==> config.mk <==
export PLATFORM = sky130hd
export DESIGN_NAME = line_sched
export DESIGN_NICKNAME = d
export VERILOG_FILES = /design/src/rtl/line_sched.sv
export SDC_FILE = /design/constraint.sdc
export NUM_CORES = 1
export LEC_CHECK = 0
export BUFFER_PORTS_ARGS = -buffer_cell sky130_fd_sc_hd__buf_2
export CORE_ASPECT_RATIO = 0.9
export CORE_UTILIZATION = 30
export DETAILED_ROUTE_END_ITERATION = 8
export REMOVE_ABC_BUFFERS = 1
export SLEW_MARGIN = 40
export SYNTH_ARGS = -nofsm -noshare
export SYNTH_HDL_FRONTEND = slang
export SYNTH_SLANG_ARGS = --single-unit
==> constraint.sdc <==
create_clock -name clk -period 4.1 [get_ports clk]
set_clock_uncertainty 0.2 [all_clocks]
set_input_delay 0.82 -clock clk [delete_from_list [all_inputs] [get_ports clk]]
set_output_delay 0.82 -clock clk [all_outputs]
set_load 0.03 [all_outputs]
==> src/rtl/line_sched.sv <==
// Segment scheduler: round-robin intake from two requesters into a small FIFO,
// one-at-a-time issue to the line rasterizer during vblank, with a completion watchdog.
module line_sched #(
   parameter int unsigned W       = 10,
   parameter int unsigned DEPTH   = 4,
   parameter int unsigned TIMEOUT = 4095
) (
   input  logic                    clk,
   input  logic                    reset,
   input  logic                    vblank,
   input  logic                    req0_valid,
   input  logic [4*W-1:0]          req0_seg,
   output logic                    req0_ready,
   input  logic                    req1_valid,
   input  logic [4*W-1:0]          req1_seg,
   output logic                    req1_ready,
   output logic                    eng_start,
   output logic [4*W-1:0]          eng_seg,
   input  logic                    eng_busy,
   input  logic                    eng_done,
   output logic [$clog2(DEPTH):0]  level,
   output logic                    timeout_err
);

   localparam int unsigned SW = 4 * W;
   localparam int unsigned PW = $clog2(DEPTH);
   localparam int unsigned LW = PW + 1;
   localparam int unsigned CW = (TIMEOUT > 1) ? $clog2(TIMEOUT) : 1;

   typedef enum logic {
      ST_IDLE,
      ST_WAIT
   } state_t;

   state_t           r_state;
   state_t           w_state_nxt;
   logic             r_rr;
   logic [PW-1:0]    r_wr_ptr;
   logic [PW-1:0]    r_rd_ptr;
   logic [LW-1:0]    r_level;
   logic [CW-1:0]    r_cnt;
   logic [CW-1:0]    w_cnt_nxt;
   logic             r_eng_start;
   logic [SW-1:0]    r_eng_seg;
   logic             r_timeout;
   logic [SW-1:0]    r_mem [DEPTH];

   logic             w_full;
   logic             w_empty;
   logic             w_grant0;
   logic             w_grant1;
   logic             w_push0;
   logic             w_push1;
   logic             w_push;
   logic             w_issue;
   logic             w_timeout;
   logic [SW-1:0]    w_in_seg;
   logic [SW-1:0]    w_norm_seg;
   logic [W-1:0]     w_x1;
   logic [W-1:0]     w_y1;
   logic [W-1:0]     w_x2;
   logic [W-1:0]     w_y2;

   assign w_full  = (r_level == LW'(DEPTH));
   assign w_empty = (r_level == '0);

   // Preferred requester wins when valid; otherwise the other one may go.
   assign w_grant0 = r_rr ? ~req1_valid : 1'b1;
   assign w_grant1 = r_rr ? 1'b1 : ~req0_valid;

   assign req0_ready = ~reset & ~w_full & req0_valid & w_grant0;
   assign req1_ready = ~reset & ~w_full & req1_valid & w_grant1;

   assign w_push0 = req0_valid & req0_ready;
   assign w_push1 = req1_valid & req1_ready;
   assign w_push  = w_push0 | w_push1;

   assign w_in_seg = w_push0 ? req0_seg : req1_seg;
   assign w_x1 = w_in_seg[SW-1   -: W];
   assign w_y1 = w_in_seg[3*W-1  -: W];
   assign w_x2 = w_in_seg[2*W-1  -: W];
   assign w_y2 = w_in_seg[W-1    -: W];

   // Engine expects left-to-right segments, so swap endpoints when x1 > x2.
   assign w_norm_seg = (w_x1 > w_x2) ? {w_x2, w_y2, w_x1, w_y1} : w_in_seg;

   always_ff @(posedge clk or posedge reset) begin
      if (reset) begin
         r_wr_ptr <= '0;
         r_rd_ptr <= '0;
         r_level  <= '0;
         r_rr     <= 1'b0;
      end else begin
         if (w_push) begin
            r_wr_ptr <= r_wr_ptr + PW'(1);
            r_rr     <= w_push0;
         end
         if (w_issue) begin
            r_rd_ptr <= r_rd_ptr + PW'(1);
         end
         case ({w_push, w_issue})
            2'b10:   r_level <= r_level + LW'(1);
            2'b01:   r_level <= r_level - LW'(1);
            default: r_level <= r_level;
         endcase
      end
   end

   always_ff @(posedge clk) begin
      if (w_push) begin
         r_mem[r_wr_ptr] <= w_norm_seg;
      end
   end

   // Issue and watchdog control; done wins over a coincident terminal count.
   always_comb begin
      w_state_nxt = r_state;
      w_cnt_nxt   = r_cnt;
      w_issue     = 1'b0;
      w_timeout   = 1'b0;
      case (r_state)
         ST_IDLE: begin
            if (!w_empty && vblank && !eng_busy) begin
               w_issue     = 1'b1;
               w_cnt_nxt   = '0;
               w_state_nxt = ST_WAIT;
            end
         end
         ST_WAIT: begin
            if (eng_done) begin
               w_state_nxt = ST_IDLE;
            end else if (r_cnt == CW'(TIMEOUT - 1)) begin
               w_timeout   = 1'b1;
               w_state_nxt = ST_IDLE;
            end else begin
               w_cnt_nxt = r_cnt + CW'(1);
            end
         end
         default: w_state_nxt = ST_IDLE;
      endcase
   end

   always_ff @(posedge clk or posedge reset) begin
      if (reset) begin
         r_state     <= ST_IDLE;
         r_cnt       <= '0;
         r_eng_start <= 1'b0;
         r_eng_seg   <= '0;
         r_timeout   <= 1'b0;
      end else begin
         r_state     <= w_state_nxt;
         r_cnt       <= w_cnt_nxt;
         r_eng_start <= w_issue;
         r_timeout   <= w_timeout;
         if (w_issue) begin
            r_eng_seg <= r_mem[r_rd_ptr];
         end
      end
   end

   assign eng_start   = r_eng_start;
   assign eng_seg     = r_eng_seg;
   assign level       = r_level;
   assign timeout_err = r_timeout;

endmodule
# Yosys cells after proc, flatten, opt, wreduce, memory -nomap -nowiden

Memories as Yosys holds them, arrays and structs flattened. A register that Yosys moved wholly into a read port is not among the register bits.
Index checks and enable logic that the tools add are counted.

$add $sub $neg: 5
Order comparisons: 1
Equality and inequality tests: 7
Muxes and demuxes: 19
Bitwise operators: 13
Reductions and logical operators: 7

Operators with widths:

| cell                                                                  | count |
|---|---|
| 40-bit 2-to-1 mux                                                     | 2 |
| 12-bit 2-to-1 mux                                                     | 3 |
| 12-bit case mux with 2 select lines                                   | 1 |
| 12-bit by 1-bit adder with 12-bit output, second input constant       | 1 |
| 12-bit equality test, second input constant                           | 1 |
| 1-bit 2-to-1 mux                                                      | 11 |
| 10-bit > comparator                                                   | 1 |
| 1-bit AND                                                             | 7 |
| 2-bit inequality test, second input constant                          | 3 |
| 3-bit case mux with 2 select lines                                    | 1 |
| 1-bit NOT                                                             | 5 |
| 2-bit by 1-bit adder with 2-bit output, second input constant         | 2 |
| 3-bit by 1-bit adder with 3-bit output, second input constant         | 1 |
| 3-bit equality test, second input constant                            | 1 |
| 3-bit zero test                                                       | 1 |
| 3-bit AND reduction                                                   | 1 |
| 3-bit by 1-bit subtractor with 3-bit output, second input constant    | 1 |
| 2-bit by 1-bit equality test with 1-bit output, second input constant | 1 |
| 2-bit equality test, second input constant                            | 1 |
| 1-bit logical AND                                                     | 2 |
| 1-bit zero test                                                       | 2 |
| 1-bit case mux with 2 select lines                                    | 1 |
| 2-bit nonzero test                                                    | 1 |
| 1-bit OR                                                              | 1 |

Bits in registers: 23
Bits in writable memories: 160
Input port bits: 87
Output and inout bits: 47
Word-level logic and storage cells: 61
Memories: 1

Memories:

| memory | depth | width | rd ports | clocked after memory_dff | write ports | RTL line | RTL |
|---|---|---|---|---|---|---|---|
| r_mem  | 4     | 40    | 1        | 1                        | 1           | 46       | `logic [SW-1:0] r_mem [DEPTH];` |

# Depth between registers and ports, before layout

Depth after elaboration: 9
Gate-level depth with buffers: 14
Depth with buffers taken out: 11

# Least setup slack after synthesis

Ideal clock, no wire load.

Path type: input-to-reg
Start point: in reset
End point: mem r_mem[0][10] (netlist bit) (data pin)
Setup time: 0.183 ns
Arrival time: 3.270 ns
Required time: 3.717 ns
Slack: 0.446 ns
Cell stages on the path: 13
Path buffers: 3
Path through: a31oi_4 > and3_1 > buf_6 > buf_12 > mux2i_1 > inv_1 > ha_1 > nand2_1 > nor3_2 > a211oi_1 > a211oi_4 > buf_8 > mux2i_1

Cells in the longest elaborated chain, start to end: 8

Ends and longest elaborated chain:

| element                    | RTL line | RTL |
|---|---|---|
| start: declaration         | 9        | `input logic reset,` |
| 1-bit NOT (*)              | 71       | `assign req0_ready = ~reset & ~w_full & req0_valid & w_grant0;` |
| 1-bit AND (*) (3 in a row) | 71       |  |
| 1-bit AND (*)              | 74       | `assign w_push0 = req0_valid & req0_ready;` |
| 40-bit 2-to-1 mux (*)      | 78       | `assign w_in_seg = w_push0 ? req0_seg : req1_seg;` |
| 10-bit > comparator        | 85       | `assign w_norm_seg = (w_x1 > w_x2) ? {w_x2, w_y2, w_x1, w_y1} : w_in_seg;` |
| 40-bit 2-to-1 mux (*)      | 85       |  |
| net w_norm_seg[10]         | 58       | `logic [SW-1:0] w_norm_seg;` |
| end: declaration           | 46       |  |

Mark *: on every way through the listed nets, which the timed path passes. The rest lies on a longest branch.

# Worst setup path in the final report

Start point: reg r_level[0] (netlist: level[0])
End point: mem r_mem[0][24] (netlist bit) (data pin)

Cells in the longest elaborated chain, start to end: 9

Ends and longest elaborated chain:

| element                    | RTL line | RTL |
|---|---|---|
| start: declaration         | 40       | `logic [LW-1:0] r_level;` |
| start signal: assignment   | 102      | `2'b10: r_level <= r_level + LW'(1);` |
| start signal: assignment   | 103      | `2'b01: r_level <= r_level - LW'(1);` |
| start signal: assignment   | 104      | `default: r_level <= r_level;` |
| 3-bit equality test (*)    | 64       | `assign w_full = (r_level == LW'(DEPTH));` |
| 1-bit NOT (*)              | 71       |  |
| 1-bit AND (*) (3 in a row) | 71       |  |
| 1-bit AND (*)              | 74       |  |
| 40-bit 2-to-1 mux (*)      | 78       |  |
| 10-bit > comparator        | 85       |  |
| 40-bit 2-to-1 mux (*)      | 85       |  |
| net w_norm_seg[24]         | 58       |  |

Marked as above.

==> metrics.md <==
| Metric | Value |
|---|---|
| Logic pwr share | between 30% and 40% |
| Post-CTS Resized | 0 |
| Leading post-synthesis cells by cell area | edfxtp_1 (50%), dfrtp_1 (16%), mux4_2 (9.3%) |
| Psw | ~2.7 mW |
| Lkg Pwr | ~4.7 nW |
| Area fraction of the dominant cell type after synthesis | between 40% and 50% |
| Synth Area in XOR/XNOR | less than 1% |
| H-tree depth | 1 |
| Clock root buffer | clkbuf_16 |
| F_max | about 260 MHz |
| Worst reg2reg path endpoint | r_mem[0][24] |
| Layout filler cell count | a little over 3,000 |
| Crit-path slowest cell | dfrtp_1 |
| Crit-path max FO | 22 |
| DR vias/cell | between 4 and 5 |
| Largest family of logic cells by synthesized area | multiplexers |
| Site row count | 62 |
| Switch share | between 30% and 40% |
| CTS tree | done |
| Worst reg2reg setup slack | between 0.3 and 0.4 ns |
| Synth Register Bits | roughly 220 |
| I/O pin cnt | ~130 |
| Nets | between 900 and 1,000 |
| Routed Antenna Nets | 0 |
| Pin count of the biggest net entering global routing | between 40 and 50 |
| Setup crit start kind | register |
| Simple-Gate Fraction of Synth Area | between 7 and 8% |
| Data arrival, critical path | approximately 3.9 ns |
| Mean area per synthesized cell | 15.4 µm² |
| Die ar. | around 33,000 µm² |
| Area growth syn-to-layout | 21.9% |
| Postcts setup bufs | 0 |
| Mapped cell area | ~9700 µm² |
| Hold Path Class | in -> async |
| Fin crit share | 92.3% |
| Non-Filler Instances | approximately 1,200 |
| Max-Cap Viols | 0 |
| RSZ-0062 raised after global routing | false |
| Combined area of the multi-input logic cells | between 3000 and 4000 µm² |
| Vias in the first global route | around 5,800 |
| Clock Tree Buf Depth | 3 |
| Synth unique cells | between 40 and 50 |
| Layout cell share with drive strength beyond 1 | between 30% and 40% |
| DR vias | about 5,600 |
| DRT Pass-1 Iters | 4 |
| Crit path cell chain | inv_2, a31oi_4, and3_2, buf_12, mux2i_1, inv_1, ha_1, nand2_1, nor3_2, a211oi_1, a211oi_4, buf_12, buf_12, mux2i_1 |
| # DRC | 0 |
| Mux share of post-synthesis cell area | 17.5% |
| Total global routing track utilization | about an eighth |
| Register Area | between 6000 and 7000 µm² |
| Min cycle time layout | approximately 3.8 ns |
| Worst-margin pin slew | ~0.67 ns |
| CTS buffer count | 24 |
| Global placement routability congestion | 0.800 |
| Placed Cells | 1,190 |
| Maximum vdd drop | 0.293 mV |
| Port Buffers | 133 |
| Hold slack final | about 0.15 ns |
| Most common cell on crit path | buf_12 |
| CP endpoint kind | register |
| DR iter-0 viols | around 330 |
| Yosys top cell by area | edfxtp_1 |
| Synth Instances | between 600 and 700 |
| Final WS setup | 0.317 ns |
| Crit-path max cell delay | 0.45 ns |
| Clock sinks | 223 |
| Seq/Total Area, Yosys | around 66% |
| Synth Area in Adders | between 2 and 2.5% |
| Pre-CTS setup slack | -0.114 ns |
| Initial Util | a little under a third |
| Die W | around 190 µm |
| DR WL/cell | 16.7 µm |
| Slew Viols, Final | 0 |
| Worst R2R Path Depth | 14 |
| Final Hold Fails | 0 |
| Worst-skew pair later-pin latency | approximately 0.52 ns |
| Worst-path clk slew | around 0.060 ns |
| Reg power frac | between 40% and 50% |
| Final Setup Violations | 0 |
| First-pass GRT wire length | 32.9 mm |
| Synth Area in Compound Gates | approximately 2.9% |
| Status | finished clean |
| Routed wire length | ~21 mm |
| Core Area | 31,900 µm² |
| Post-CTS Hold Buffers | 0 |
| Pint | approximately 5.4 mW |
| Antenna Cells | 0 |
| Pwr dens | between 600 and 700 nW/µm² |
| Clk pwr share | about a quarter |
| Hpwl dp | approximately 13 mm |
| Slew margin rel. | 55.2% |
| Chip Height | ~170 µm |
| Initial antenna violation count | 0 |
| WP data required | 4.19 ns |
| Yosys warns | 0 |
| GRT overflow | 0 |
| Layout Utilization | 37.1% |
| WS Path Type | reg -> reg |
| Reg2reg start | level[0] |
worst max-delay path by stage:
stage                              end  slack, ns      from
after floorplan            r_mem[0][0]      -2.03     reset
after global placement     r_mem[0][0]       0.04     reset
after detailed placement  r_mem[1][24]      -0.11     reset
after CTS                 r_mem[1][24]       0.26  level[0]
after global routing      r_mem[0][28]      0.004  level[0]
final                     r_mem[0][24]       0.32  level[0]
layer usage:
layer | vias to the layer above | part of all wire [%] | global-route usage, %
met1 | 2739 | 48 | 18.1
met4 | 0 | 1.6 | 2.98
li1 | 2669 | - | -
met5 | - | 0 | 0
met2 | 125 | 47 | 21.2
met3 | 25 | 3.7 | 1.73
flip-flops by register name (all words and copies together) (netlist names):
name	cells
timeout_err	1
r_mem	160
r_wr_ptr	2
r_state	1
level	3
eng_seg	40
r_cnt	12
r_rr	1
r_rd_ptr	2
eng_start	1
cell families after synthesis:
| group | after synthesis |
|---|---|
| AOI/OAI and AO/OA | 38 |
| xor gates and xnor gates | 8 |
| adders and majority gates | 18 |
| buffers and inverters | 51 |
| DFF | 223 |
| muxes | 120 |
| and+or+nand+nor | 174 |
stage by stage:
step           power [mW]  instance area (µm²)  setup TNS (ns)
2_1_floorplan        5.21                 9470         -324.35
3_3_place_gp         6.06                11000               0
3_5_place_dp         6.16                11100           -4.22
4_1_cts              8.21                11800               0
5_1_grt              8.55                11800               0
6_report             8.08                11800               0
power groups by stage:
stage	registers, mW	clock network [mW]	logic, mW
global placement	3.59	0	2.46
detailed placement	3.52	0	2.63
finish	3.46	2.03	2.58
floorplan	3.87	0	1.34
CTS	3.48	2.09	2.64
global route	3.54	2.18	2.83
worst max-delay path, delay by kind of cell, from the launching register on:
kind,cells,cell delay [ns]
buf+inv,5,0.74
fa+ha+maj,1,0.32
mux,2,0.63
flops,1,0.45
compound gates,3,0.63
simple gates,3,0.55
synth_stat cells:
cell type,n
buf_2,5
nand4_1,1
fa_1,1
clkbuf_1,10
o31ai_1,4
a41oi_1,1
mux4_2,40
mux2i_1,80
ha_1,17
a21oi_1,5
nand2b_1,1
nor2b_1,3
inv_2,1
o21ai_1,1
buf_1,4
clkinv_1,1
nand2_1,135
dfrtp_1,63
xnor2_1,5
and3_1,6
nand3b_1,1
nor3_2,1
buf_8,6
and2_1,6
a211oi_4,1
buf_4,2
buf_6,1
inv_1,19
nor2_1,9
a21o_1,3
o41ai_2,1
edfxtp_1,160
a31oi_1,1
o41ai_1,1
o311ai_4,1
nand3_1,10
nor4_1,1
o21a_1,1
a31oi_4,1
a211oi_1,1
xor2_1,3
o21ai_0,16
buf_12,2
cells in the final DEF (no fill, tap or decap), types with 3 or more instances in the layout:
cell type  count
o31ai_1        4
ha_1          17
nand2_1      135
mux2i_1       79
clkinv_1       5
xnor2_1        5
mux4_2        40
a21oi_1        5
dfrtp_1       61
nand3_1       10
edfxtp_1     160
o21ai_0       16
clkbuf_1       7
xor2_1         3
buf_4         31
buf_12         7
inv_1         18
and3_1         5
nor2_1         9
and2_2         4
buf_2        133
nor2b_1        3
clkbuf_16     24
a21o_1         3
final cells by class:
| type | instances | share of cell area [%] |
|---|---|---|
| multi-input cells | 358 | 25.5 |
| inverters | 21 | 0.709 |
| clock buffers | 33 | 5.53 |
| repair buffers | 172 | 9.01 |
| clock inverters | 10 | 0.814 |
| flip-flops and latches | 223 | 54.0 |
| well taps | 416 | 4.40 |
Note: power is estimated with default switching activity, not from simulation.
